===== src/rtl/truth_table_scanner.sv =====
// truth_table_scanner
//
// Walks every input combination 0 .. 2**N_IN-1 onto the function block under test in ascending
// order. Each vector is held for SETTLE cycles and then sampled for one capture cycle. The
// sampled bits build a truth-table word and a running ones count.
//
// Parameters:
//   N_IN        width of the function-block input vector
//   SETTLE      cycles each vector is held before func_out is sampled (1..15)
//
// Ports:
//   clk          single clock, rising edge
//   rst          asynchronous, active-high reset
//   start        begin a full scan; only looked at in idle
//   abort        cancel a running scan; only looked at while busy
//   func_out     output F of the function block under scan
//   func_in      vector driven into the function block
//   busy         high while waiting or capturing
//   done         one-cycle pulse when a scan completes
//   table_valid  truth_table and ones_count hold a complete scan
//   truth_table  bit v = func_out sampled while func_in == v ("table" is a reserved word)
//   ones_count   number of 1 bits in truth_table

module truth_table_scanner #(
   parameter int unsigned N_IN   = 5,
   parameter int unsigned SETTLE = 1
) (
   input  logic                 clk,
   input  logic                 rst,
   input  logic                 start,
   input  logic                 abort,
   input  logic                 func_out,
   output logic [N_IN-1:0]      func_in,
   output logic                 busy,
   output logic                 done,
   output logic                 table_valid,
   output logic [2**N_IN-1:0]   truth_table,
   output logic [N_IN:0]        ones_count
);

   // Settle counter reloads to SETTLE-1 so that WAIT lasts exactly SETTLE cycles.
   localparam logic [3:0] CntReload = 4'(SETTLE - 1);

   localparam logic [N_IN-1:0] InOne  = {{(N_IN-1){1'b0}}, 1'b1};

   typedef enum logic [1:0] {
      StIdle,
      StWait,
      StCapture,
      StFinish
   } state_e;

   state_e     state;
   logic [3:0] wait_cnt;

   // Status outputs are decoded straight from the state register.
   assign busy = (state == StWait) || (state == StCapture);
   assign done = (state == StFinish);

   always_ff @(posedge clk or posedge rst) begin
      if (rst) begin
         state       <= StIdle;
         wait_cnt    <= 4'd0;
         func_in     <= '0;
         table_valid <= 1'b0;
         truth_table <= '0;
         ones_count  <= '0;
      end else begin
         unique case (state)
            StIdle: begin
               if (start) begin
                  state       <= StWait;
                  wait_cnt    <= CntReload;
                  func_in     <= '0;
                  table_valid <= 1'b0;
                  truth_table <= '0;
                  ones_count  <= '0;
               end
            end

            StWait: begin
               // Abort leaves partial results and func_in in place for inspection.
               if (abort) begin
                  state <= StIdle;
               end else if (wait_cnt == 4'd0) begin
                  state <= StCapture;
               end else begin
                  wait_cnt <= wait_cnt - 4'd1;
               end
            end

            StCapture: begin
               if (abort) begin
                  state <= StIdle;
               end else begin
                  truth_table[func_in] <= func_out;
                  ones_count           <= ones_count + {{N_IN{1'b0}}, func_out};
                  // The last vector exits to FINISH, so func_in never wraps.
                  if (&func_in) begin
                     state <= StFinish;
                  end else begin
                     func_in  <= func_in + InOne;
                     wait_cnt <= CntReload;
                     state    <= StWait;
                  end
               end
            end

            StFinish: begin
               table_valid <= 1'b1;
               state       <= StIdle;
            end

            default: state <= StIdle;
         endcase
      end
   end

endmodule


===== config.mk =====
export PLATFORM = sky130hd
export DESIGN_NAME = truth_table_scanner
export DESIGN_NICKNAME = d
export VERILOG_FILES = /design/src/rtl/truth_table_scanner.sv
export SDC_FILE = /design/constraint.sdc
export NUM_CORES = 1
export LEC_CHECK = 0
export CAP_MARGIN = 0
export CELL_PAD_IN_SITES_DETAIL_PLACEMENT = 0
export CELL_PAD_IN_SITES_GLOBAL_PLACEMENT = 2
export CORE_UTILIZATION = 38
export DETAILED_ROUTE_END_ITERATION = 16
export DONT_BUFFER_PORTS = 1
export PLACE_DENSITY = 0.76
export SYNTH_ARGS = -nofsm -noshare
export SYNTH_HDL_FRONTEND = slang
export SYNTH_SLANG_ARGS = --single-unit

===== constraint.sdc =====
create_clock -name clk -period 2.3 [get_ports clk]
set_clock_uncertainty 0.2 [all_clocks]
set_input_delay 0.345 -clock clk [delete_from_list [all_inputs] [get_ports clk]]
set_output_delay 0.345 -clock clk [all_outputs]
set_load 0.02 [all_outputs]

Word level (Yosys, flattened, before mapping)
Cells that the tools add are included.
Storage, ports and cells
  flip-flop bits (word level): 50
  output and inout port bits: 46
  word-level logic and storage cells: 60
  input bits: 5
Operators by class
  reduce and logical (&&, ||, !) cells: 13
  add/sub/neg operators: 3
  mux-type cells: 27
  order comparisons: 2
  equality and inequality tests: 9
Operators with widths (count)
  $mux W32: 2
  $pmux W32 S2: 1
  $bwmux W32: 1
  $mux W4: 5
  $mux W5: 3
  $mux W6: 2
  $pmux W4 S3: 1
  $pmux W6 S2: 1
  $mux W2: 5
  $ne A2 B2 Y1 const B: 5
  $pmux W5 S2: 1
  $pmux W2 S4: 1
  $add A6 B1 Y6: 1
  $lt A5 B6 Y1 const B: 1
  $reduce_and A6 Y1: 1
  $add A5 B1 Y5 const B: 1
  $demux W1 S5: 1
  $ge A5 B1 Y1 const B: 1
  $reduce_and A5 Y1: 1
  $eq A2 B2 Y1 const B: 2
  $logic_not A4 Y1: 1
  $reduce_and A2 Y1: 2
  $reduce_and A4 Y1: 1
  $reduce_bool A2 Y1: 2
  other kinds (10): 11

Depth between registers and ports, before layout
  depth in word-level cells: 7
  depth in mapped cells: 9

Worst setup path after synthesis
No wires, ideal clock.
  kind: reg2reg
  from: reg func_in[0]
  to: reg wait_cnt[2]
  path slack: 0.100 ns
  stages on the path, launching flop included: 8
  period minus slack after synthesis: 2.200 ns
  data required time: 1.978 ns
  arrival: 1.879 ns
  setup time: 0.122 ns
  path buffers: 0
  path through: dfrtp_1 > ha_1 > and3_1 > ha_1 > o21a_1 > nor3_4 > nand2_1 > a32o_1
Between the ends
  word-level cells in the longest chain between the ends: 3
RTL lines
  start: declaration: RTL line 33  | output logic [N_IN-1:0] func_in,
  start signal: assignment: RTL line 102  | func_in <= func_in + InOne;
  $reduce_and A5 Y1: RTL line 99  | if (&func_in) begin
  $ne A2 B2 Y1 (no source line)
  $reduce_and A6 Y1 (no source line)
  end signal: assignment: RTL line 73  | wait_cnt <= CntReload;
  end signal: assignment: RTL line 88  | wait_cnt <= wait_cnt - 4'd1;
  end signal: assignment: RTL line 103  | wait_cnt <= CntReload;
  end: declaration: RTL line 54  | logic [3:0] wait_cnt;
Every way passes these cells.
A chain may end at the register's enable or synchronous reset.

Worst setup path after layout
  from: reg state[1]
  to: reg truth_table[19]
Between the ends
  word-level cells in the longest chain between the ends: 3
  elaborated cells on any way between the ends: 7
  classes of those cells: eq/ne: 3; mux: 1; reduce/logical: 3
RTL lines
  start: declaration: RTL line 53  | state_e state;
  start signal: assignment: RTL line 62  | state <= StIdle;
  start signal: assignment: RTL line 72  | state <= StWait;
  start signal: assignment: RTL line 84  | state <= StIdle;
  $eq A2 B2 Y1 / $logic_not A2 Y1 (equally long branches): RTL line 69  | unique case (state)
  $ne A2 B2 Y1 (no source line) / $reduce_bool A2 Y1 (equally long branches)
  $reduce_and A3 Y1 (no source line)
  end signal: indexed assignment: RTL line 96  | truth_table[func_in] <= func_out;
  end: declaration: RTL line 37  | output logic [2**N_IN-1:0] truth_table,
Several ways; a longest one is shown, not always the timed one.

==> flow_summary.yaml <==
power:
  comb_power_share: 0.392
  p_int_mw: 1.537
  power_mw: 2.589
  p_switching_mw: 1.052
  leakage_nw: 1.358
  seqPwrFrac: 0.401
  peakVddDrop_uv: 623.9
  power_frac_clock: 0.206
  p_per_area_mw_per_mm2: 887.0
  swShare: 0.4063
timing:
  clock.fmax_mhz: 476.3
  rsz0062_at_grt: "false"
  slew_headroom: 0.6712
  worst_slack_ps: 200.5
  max_slew.worst_pin.slew_ps: 491.8
  finalHoldViolCount: 0
  slew_violations: 0
  holdWs_ps: 39.68
  setup_viol: 0
  setup_tns_ps: 0
  min_period_over_period: 0.9128
  post-route-min-period_ps: 2100
clocking:
  cts_buffer_depth: 2
  cts_buffers: 5
  clock-sinks: 50
  worstSkewPairLatency_ps: 300
  htree_levels: 2
  cts_tree: "yes"
  cts_setup_buffers: 0
  cts.clk_slew.worst_paths_ps: 90
  cts_root_buffer: "clkbuf_8"
cells_and_area:
  fin_util: 0.4297
  design_area_sq_mm: 0.002919
  syn_to_final_growth_pct: 8.917
  stdcell_count: 389
  final_nets: 309
  multiInputGateArea_sq_mm: 0.001285
  regArea_sq_mm: 0.001251
  n_fill_cell: 685
  layout-drive-gt1-share: 0.1126
  antenna_cells: 0
detailed_routing:
  dr.pass1.iters: 4
  vias_per_cell: 5.368
  drc: 0
  drt_wl_total_mm: 6.560
  num_vias: 2088
  ant_nets: 0
  drt_iter0_drc: 129
  wl_per_cell_um: 16.86
grt:
  overflow: 0
  antenna_found_initial: 0
  grt_pass1_wl_mm: 10.93
  grt_pass1_vias: 2098
  grt_max_degree: 23
  grt_usage: 0.1894
logic_synthesis:
  synth_warnings: 0
  synth_common_cells: "dfrtp_1, o21ai_0, nand2_1"
  yosys-top-cells-area: "dfrtp_1, o21ai_0, ha_1"
  ys.flop_type: "dfrtp_1"
  yosys.area.top_type_share: 0.4669
  synthDistinctLibCells: 45
  async_reset_ff_frac: 1.000
  syn_avg_cell_area_sq_um: 9.404
  synthCells: 285
  ys_seq_area_frac: 0.4669
  synth_edf_count: 0
  post-synth-top-count-cell: "dfrtp_1"
  yosys.area.top_type: "dfrtp_1"
  synth-seq-cells: 50
  synthesis.area_sq_mm: 0.002680
  syn-num-nets: 302
critical_path:
  start_kind: "flop"
  cp-end-kind: "flop"
  critPathKind: "flop to flop"
  cp_cell_sequence: "inv_1 > ha_2 > mux2_4 > nand2_2 > buf_4 > o21ai_0 > o21ai_0"
  crit_path_frequent_cell: "o21ai_0"
  path_max_fanout: 21
  max_stage_delay_ps: 410
  worstPathRequired_ps: 2320
  critical_path_arrival_ps: 2120
  slowest_stage: "dfrtp_1"
placement:
  dpl_cell_area_sq_mm: 0.002815
  gp_congestion: 0.7578
  port_buffers: 0
  hpwlAfterDp_mm: 4.735
  place_inst: 380
  place_ws_ps: 187.1
floorplanning:
  placementRows: 30
  die_area_sq_mm: 0.007393
  die_w_um: 85.98
  core_sq_mm: 0.006794
  chipHeight_um: 85.98
  start_util: 0.3945
  ios: 51
job:
  maxCapViolCount: 0
min_path:
  hp-class: "primary input to flop"
status:
  status: "completed"
final cells by class:
type | instances | share of cell area
clock buffers | 7 | 0.02958
clock inverters | 1 | 0.001715
inverters | 11 | 0.01414
multi-input cells | 207 | 0.4402
flip-flops and latches | 50 | 0.4286
well taps | 96 | 0.04115
repair buffers | 17 | 0.04458
sequential cells by signal, indices dropped and copies added (netlist names):
signal and count:
func_in 5, ones_count 6, state 2, table_valid 1, truth_table 32, wait_cnt 4
repair_timing:
action / CTS / global route
endpoints found under the hold margin: 13 / 0
hold buffers: 1 / 0
setup endpoints to repair: 0 / 1
resized for setup: 0 / 1
final timing paths:
check,start,to,slack [ps],cells after the start
min in group asynchronous,rst,ones_count[5],250,2
setup reg to reg,state[1],truth_table[19],200,7
max in group asynchronous,rst,truth_table[11],1060,3
setup / recovery,state[1],truth_table[19],200,7
hold / removal,abort,state[1],40,2
hold reg to reg,wait_cnt[0],wait_cnt[0],360,2
power by group through the flow:
stage / Combinational [mW] / Clock [mW] / Sequential [mW]
after detailed placement: 1.01 / 0 / 1.06
final: 1.02 / 0.534 / 1.04
after floorplan: 0.786 / 0 / 1.06
after CTS: 1.02 / 0.554 / 1.04
after global placement: 1.01 / 0 / 1.06
after global routing: 1.14 / 0.594 / 1.05
critical path, delay by kind of cell, from the launching register on:
family	cells	cell delay [ps]
mux	1	360
buf+inv	2	370
flops	1	410
fa+ha+maj	1	260
compound gates	2	220
simple gates	1	180
cell usage in the layout, fill, tap and decap left out, types with 6 or more instances in the layout:
cell      netlist  routed
a21oi_1        21      21
buf_4           1      16
clkbuf_8        0       6
dfrtp_1        50      50
ha_1           12      11
inv_1          10       9
mux2i_1         8       8
nand2_1        30      30
nand3_1        15      15
nor2_1         12      12
nor2b_1         7       7
o21ai_0        49      49
metal layers:
metal	wire, um	up-vias	share of wire	track usage
met2	3160	43	0.48	0.3240
met1	3063	1018	0.47	0.2388
met5	0	-	0	0
met3	276	5	0.042	0.05197
li1	-	1022	-	-
met4	58	0	0.0088	0.04091
kinds of logic (layout without fill, tap and decap cells):
logic type      after synthesis  after routing  synth area share
fa+ha+maj                    12             12           0.05602
compound gates               90             90            0.1905
buf+inv                      28             36           0.05462
flops                        50             50            0.4669
mux                           9              9           0.03548
simple gates                 90             90            0.1769
xor+xnor                      6              6           0.01961
Note: power is estimated with default switching activity, not from simulation.
